## src/rtl/pe_config_loader.sv

```systemverilog
// Configuration loader for the PE array. Words are assembled into a shadow copy of
// the active configuration, and the whole shadow is committed when the array is idle.
module pe_config_loader #(
  parameter int unsigned WORD_W   = 32,
  parameter int unsigned CONFIG_W = 128,
  parameter int unsigned ROWS     = 4,
  localparam int unsigned WPR     = CONFIG_W / WORD_W,
  localparam int unsigned H_C_W   = ROWS * CONFIG_W
) (
  input  logic              clk,
  input  logic              rst,
  input  logic              cfg_start,
  input  logic [ROWS-1:0]   cfg_row_mask,
  input  logic              cfg_abort,
  input  logic              cfg_word_valid,
  input  logic [WORD_W-1:0] cfg_word,
  output logic              cfg_word_ready,
  input  logic              array_idle,
  output logic [H_C_W-1:0]  pe_config,
  output logic              cfg_busy,
  output logic              cfg_done,
  output logic              cfg_error
);

  localparam int unsigned RW  = (ROWS > 1) ? $clog2(ROWS) : 1;
  localparam int unsigned WCW = (WPR > 1) ? $clog2(WPR) : 1;

  typedef enum logic [1:0] {IDLE, LOAD, PEND} state_e;

  state_e            state_q, state_d;
  logic [H_C_W-1:0]  shadow_q, shadow_d;
  logic [H_C_W-1:0]  cfg_q, cfg_d;
  logic [ROWS-1:0]   mask_q, mask_d;
  logic [RW-1:0]     row_q, row_d;
  logic [WCW-1:0]    word_q, word_d;
  logic              done_q, done_d;
  logic              error_q, error_d;

  logic [RW-1:0]     first_row, next_row;
  logic              has_next;
  int unsigned       wr_base;

  // Descending scan so the last hit is the lowest qualifying row.
  always_comb begin
    first_row = '0;
    next_row  = '0;
    has_next  = 1'b0;
    for (int unsigned i = 0; i < ROWS; i++) begin
      if (cfg_row_mask[ROWS-1-i]) first_row = RW'(ROWS-1-i);
      if (mask_q[ROWS-1-i] && ((ROWS-1-i) > 32'(row_q))) begin
        next_row = RW'(ROWS-1-i);
        has_next = 1'b1;
      end
    end
  end

  assign wr_base = 32'(row_q) * CONFIG_W + 32'(word_q) * WORD_W;

  always_comb begin
    state_d  = state_q;
    shadow_d = shadow_q;
    cfg_d    = cfg_q;
    mask_d   = mask_q;
    row_d    = row_q;
    word_d   = word_q;
    done_d   = 1'b0;
    error_d  = 1'b0;
    unique case (state_q)
      IDLE: begin
        if (cfg_start) begin
          if (cfg_row_mask == '0) begin
            error_d = 1'b1;
          end else begin
            shadow_d = cfg_q;
            mask_d   = cfg_row_mask;
            row_d    = first_row;
            word_d   = '0;
            state_d  = LOAD;
          end
        end
      end
      LOAD: begin
        error_d = cfg_start;
        if (cfg_abort) begin
          state_d = IDLE;
        end else if (cfg_word_valid) begin
          shadow_d[wr_base +: WORD_W] = cfg_word;
          if (word_q == WCW'(WPR-1)) begin
            word_d = '0;
            if (has_next) row_d = next_row;
            else          state_d = PEND;
          end else begin
            word_d = word_q + 1'b1;
          end
        end
      end
      PEND: begin
        error_d = cfg_start;
        if (cfg_abort) begin
          state_d = IDLE;
        end else if (array_idle) begin
          cfg_d   = shadow_q;
          done_d  = 1'b1;
          state_d = IDLE;
        end
      end
      default: state_d = IDLE;
    endcase
  end

  always_ff @(posedge clk or posedge rst) begin
    if (rst) begin
      state_q  <= IDLE;
      shadow_q <= '0;
      cfg_q    <= '0;
      mask_q   <= '0;
      row_q    <= '0;
      word_q   <= '0;
      done_q   <= 1'b0;
      error_q  <= 1'b0;
    end else begin
      state_q  <= state_d;
      shadow_q <= shadow_d;
      cfg_q    <= cfg_d;
      mask_q   <= mask_d;
      row_q    <= row_d;
      word_q   <= word_d;
      done_q   <= done_d;
      error_q  <= error_d;
    end
  end

  assign pe_config      = cfg_q;
  assign cfg_busy       = (state_q != IDLE);
  assign cfg_word_ready = (state_q == LOAD);
  assign cfg_done       = done_q;
  assign cfg_error      = error_q;

endmodule

```

## config.mk

```make
export PLATFORM = sky130hd
export DESIGN_NAME = pe_config_loader
export DESIGN_NICKNAME = d
export VERILOG_FILES = /design/src/rtl/pe_config_loader.sv
export SDC_FILE = /design/constraint.sdc
export NUM_CORES = 2
export LEC_CHECK = 0
export BUFFER_PORTS_ARGS = -buffer_cell sky130_fd_sc_hd__buf_2
export CAP_MARGIN = 5
export CORE_ASPECT_RATIO = 1.1
export CORE_MARGIN = 8
export CORE_UTILIZATION = 45
export CTS_CLUSTER_SIZE = 28
export DETAILED_ROUTE_END_ITERATION = 16
export GPL_TIMING_DRIVEN = 0
export PLACE_DENSITY = 0.69
export SKIP_LAST_GASP = 1
export SLEW_MARGIN = 40
export SYNTH_ARGS = -nofsm -noshare
export SYNTH_HDL_FRONTEND = slang
export SYNTH_SLANG_ARGS = --single-unit
```

## constraint.sdc

```tcl
create_clock -name clk -period 43.6 [get_ports clk]
set_input_delay 10.9 -clock clk [delete_from_list [all_inputs] [get_ports clk]]
set_output_delay 10.9 -clock clk [all_outputs]
set_load 0.1 [all_outputs]
```

Word level (Yosys, flattened, before mapping)
Index checks and enable logic that the tools add are counted.
{"block": "totals", "register_bits": 1036, "input_bits": 42, "out_inout_bits": 516, "word_cells": 88}
{"block": "classes", "n_addsub": 3, "n_lt_le_gt_ge": 3, "n_eq_ne": 13, "shifts": 2, "mux": 44, "n_bitwise": 2, "reduce_logical": 13}
{"op": "two-way mux 512 bit", "n": 4}
{"op": "one-hot mux 512 bit (2 select lines)", "n": 1}
{"op": "bitwise mux 512 bit", "n": 1}
{"op": "variable shift 32 x 34 -> 512 bit, first input constant", "n": 1}
{"op": "variable part select 32 x 34 -> 512 bit", "n": 1}
{"op": "two-way mux 2 bit", "n": 26}
{"op": "negator 10 -> 34 bit", "n": 1}
{"op": "adder 9 x 7 -> 10 bit", "n": 1}
{"op": "inequality test 3 bit, second input constant", "n": 3}
{"op": "two-way mux 1 bit", "n": 8}
{"op": "inequality test 2 bit, second input constant", "n": 4}
{"op": "one-hot mux 2 bit (2 select lines)", "n": 2}
{"op": "AND reduction 7 bit", "n": 1}
{"op": "one-hot mux 2 bit (3 select lines)", "n": 1}
{"op": "AND reduction 3 bit", "n": 2}
{"op": "AND reduction 6 bit", "n": 1}
{"op": "AND reduction 5 bit", "n": 1}
{"op": "== test 2 bit, second input constant", "n": 2}
{"op": "greater-than comparator 2 bit, first input constant", "n": 2}
{"op": "logical NOT 4 bit", "n": 1}
{"op": "inequality test 2 x 1 -> 1 bit, second input constant", "n": 2}
{"op": "nonzero test 2 bit", "n": 2}
{"op": "logical AND 1 bit", "n": 3}
{"op": "inequality test 3 x 2 -> 1 bit, second input constant", "n": 1}
{"op": "7 further kinds", "n": 8}

Longest topological paths before layout
{"block": "logic_depth", "word_depth": 10, "depth_mapped": 16}

Worst setup path after synthesis
No wires, ideal clock.
{"block": "synth_path", "path_type": "input to register", "from": "in cfg_row_mask[0]", "to": "reg shadow_q[32]", "setup_ps": 125, "arrival_time_ps": 12835, "t_required_ps": 43475, "path_slack_ps": 30640, "cell_stages": 7, "n_path_buf": 2, "cell_sequence": "nor4_1 nand2b_1 a21o_1 clkbuf_1 a21o_1 buf_1 mux2_2"}
{"block": "synth_between", "elab_chain_len": 3}
{"item": "start, declared", "line_no": "13", "source": "input logic [ROWS-1:0] cfg_row_mask,"}
{"item": "logical NOT 4 bit", "line_no": "71", "source": "if (cfg_row_mask == '0) begin"}
{"item": "inequality test 2 bit (no line)"}
{"item": "AND reduction 5 bit (no line)"}
{"item": "end signal, assigned", "line_no": "123", "source": "shadow_q <= shadow_d;"}
{"item": "end, declared", "line_no": "31", "source": "logic [H_C_W-1:0] shadow_q, shadow_d;"}
No other way between the ends.
A chain may end at the register's enable or synchronous reset.

Worst setup path in the final report
{"block": "layout_path", "from": "in cfg_row_mask[0]", "to": "reg shadow_q[56]"}
The elaborated chain is that of the path after synthesis.

==> impl_metrics.ini <==
[job]
cap_viol_max_count = 0

[sta]
setup_viol = 0
hold_violations = 0
worst_pin_slew_ps = 893
min_period_ps = 13400
slew_violations = 0
setup_tns_ps = 0
fmax_mhz = 74.6
relSlewSlack_pct = 40.5
rsz0062_at_grt = false
clock-skew-final_ps = 24.0
holdWs_ps = 433
period_share_pct = 30.7

[status]
status = finished clean

[synth]
synth_most_common_cell = nand2_1
ys_warn_count = 0
synth_mux_area_share_pct = 12.3
synth_xor_area_share_pct = 0.0198
synth_edf_count = 0
synth_fa_ha_area_share_pct = 0.396
synth_compound_area_share_pct = 12.2
async_flop_share_pct = 100
synth_top_family_by_area = simple AND/OR/NAND/NOR gates
netlist_instances = 4179
synth_area_mm2 = 0.0442
ys_top_cells_by_count = 1377 x nand2_1, 1035 x dfrtp_1, 469 x mux2_2
seq_area_frac_synth_pct = 58.6
postSynthAreaPerCell_um2 = 10.6
netlist_top_cells_area = dfrtp_1 59%, mux2_2 12%, nand2_1 12%, o2bb2ai_1 6.6%, o21ai_0 2.1%
syn-num-nets = 4235
ys_types = 47
ys_seq_elements = 1035
synth-simple-area-share_pct = 12.5
synth_flop_cell = dfrtp_1
yosys.area.top_type = dfrtp_1
synth_top_area_share_pct = 58.6

[cts]
cts.sinks = 1035
worstSkewPairLatency_ps = 700
post_cts_buffers = 0
cts_max_level = 3
ctsHoldBuffers = 0
ctsRootBufferMaster = clkbuf_16
cts_resized = 0
clockBufferDepth = 3
cts_tree = done
numCtsBuffers = 106
clkTransAtPathRegs_ps = 60

[worst_setup_path]
worstPathRequired_ps = 44160
start_kind = input pin
cp-end-kind = register
crit_fanout = 10
critical_path_class = in -> reg
critPathMaxStageDelay_ps = 540
cp_slowest_cell = a21o_1
critPathMostFrequentCell = a21o_1
cp_cell_sequence = buf_2 -> nor4_1 -> nand2b_1 -> a21o_1 -> clkbuf_1 -> a21o_1 -> buf_1 -> mux2_2
critPathArrivalTime_ps = 13960

[placement]
place_congestion = 0.884
dpl.hpwl_um = 119000
portBuffers = 557

[cells_and_area]
nFillCells = 8584
layout-drive-gt1-share_pct = 26.2
area_delta_synth_final_pct = 19.3
fin_nets = 4919

[floorplan]
die_h_um = 345
rows = 120
start_util_pct = 45.4
die_area_mm2 = 0.109
die_w_um = 315
io_pins = 558
core-area_mm2 = 0.0974

[routing]
drcViolationCount = 0
first_pass_iters = 5
vias_per_cell = 5.71
drt-total-wl_um = 164000
ant_nets = 0
wl_per_cell_um = 26.3
vias = 35700
drt_iter0_markers = 3243

[global_routing]
grt_pass1_wl_um = 240000
first_global_vias = 35900
grt_max_degree = 81
grt_use_total_pct = 29.5
grt-ovfl-total = 0
antenna_found_initial = 14

[power]
ir_drop_mv = 0.0580
p_leak_nw = 26.7
p_total_mw = 3.92
power_density_mw_per_mm2 = 74.3

[min_path]
hold_path_class = reg -> reg
## per-stage QoR
step                cell area, um^2  setup slack [ps]  std cells  util (%)
finish                        52800             30200       6243      54.2
global route                  52800             30100       6239      54.1
CTS                           52700             30300       6233      54.1
detailed placement            49100             29550       6035      50.4
global placement              48600             -8010       6017      49.9
floorplan                     44200              3570       4179         -
## placed cells by master, fill, tap and decap left out, types with 14 or more instances in the layout
cell type and n:
a22oi_1 32, buf_1 17, buf_16 16, buf_2 586, buf_4 15, clkbuf_1 239
clkbuf_16 108, clkbuf_2 18, clkbuf_8 26, clkinv_2 22, dfrtp_1 1035, ha_1 14
inv_1 160, mux2_1 14, mux2_2 469, nand2_1 1377, nand3_1 21, o21ai_0 189
o22ai_1 150, o2bb2ai_1 331
## power by group
group / switching (mW) / internal [mW] / total [mW]
Sequential: 0.0952 / 1.12 / 1.22
Clock: 0.393 / 0.547 / 0.940
Combinational: 1.35 / 0.407 / 1.76
## critical path, delay by kind of cell
| family | cells | cell delay [ps] |
|---|---|---|
| buffers and inverters | 3 | 1140 |
| AOI/OAI and AO/OA | 2 | 930 |
| and+or+nand+nor | 2 | 570 |
| muxes | 1 | 410 |
## path summary, 6_finish.rpt
path | endpoint | start | depth (start not counted) | slack (ps)
setup / recovery | shadow_q[56] | cfg_row_mask[0] | 8 | 30200
hold / removal | pe_config[87] | shadow_q[87] | 2 | 430
setup reg to reg | shadow_q[60] | word_q[0] | 15 | 38180
hold reg to reg | pe_config[87] | shadow_q[87] | 2 | 430
max in group asynchronous | shadow_q[210] | rst | 7 | 31330
min in group asynchronous | pe_config[501] | rst | 2 | 10220
## final cells by class
cell class | instances | area, um^2 | share of cell area [%]
tap | 1281 | 1600 | 3.04
sequential | 1035 | 25900 | 49.1
clock inverter | 38 | 439 | 0.832
inverter | 166 | 631 | 1.20
multi-input combinational | 2687 | 16600 | 31.4
clock buffer | 160 | 3160 | 5.98
buffer | 291 | 1200 | 2.28
timing repair buffer | 576 | 3260 | 6.18
antenna | 9 | 22.5 | 0.0427
## logic make-up after synthesis
family / after synthesis
DFF: 1035
AOI/OAI and AO/OA: 750
and+or+nand+nor: 1439
adders and majority gates: 14
buffers and inverters: 457
muxes: 483
xor gates and xnor gates: 1
## sequential cells by signal (all words and copies together), names as in the netlist
name,count
pe_config,512
shadow_q,512
mask_q,3
row_q,2
state_q,2
word_q,2
cfg_done,1
cfg_error,1
## routing by layer
metal,wire (um),up-vias,global-route usage [%]
met3,16100,337,8.61
met1,64100,18200,37.4
met4,9540,0,15.7
met2,74200,1530,45.9
met5,0,-,0
li1,-,15600,-
No activity file was read; power rests on OpenSTA's default activity.
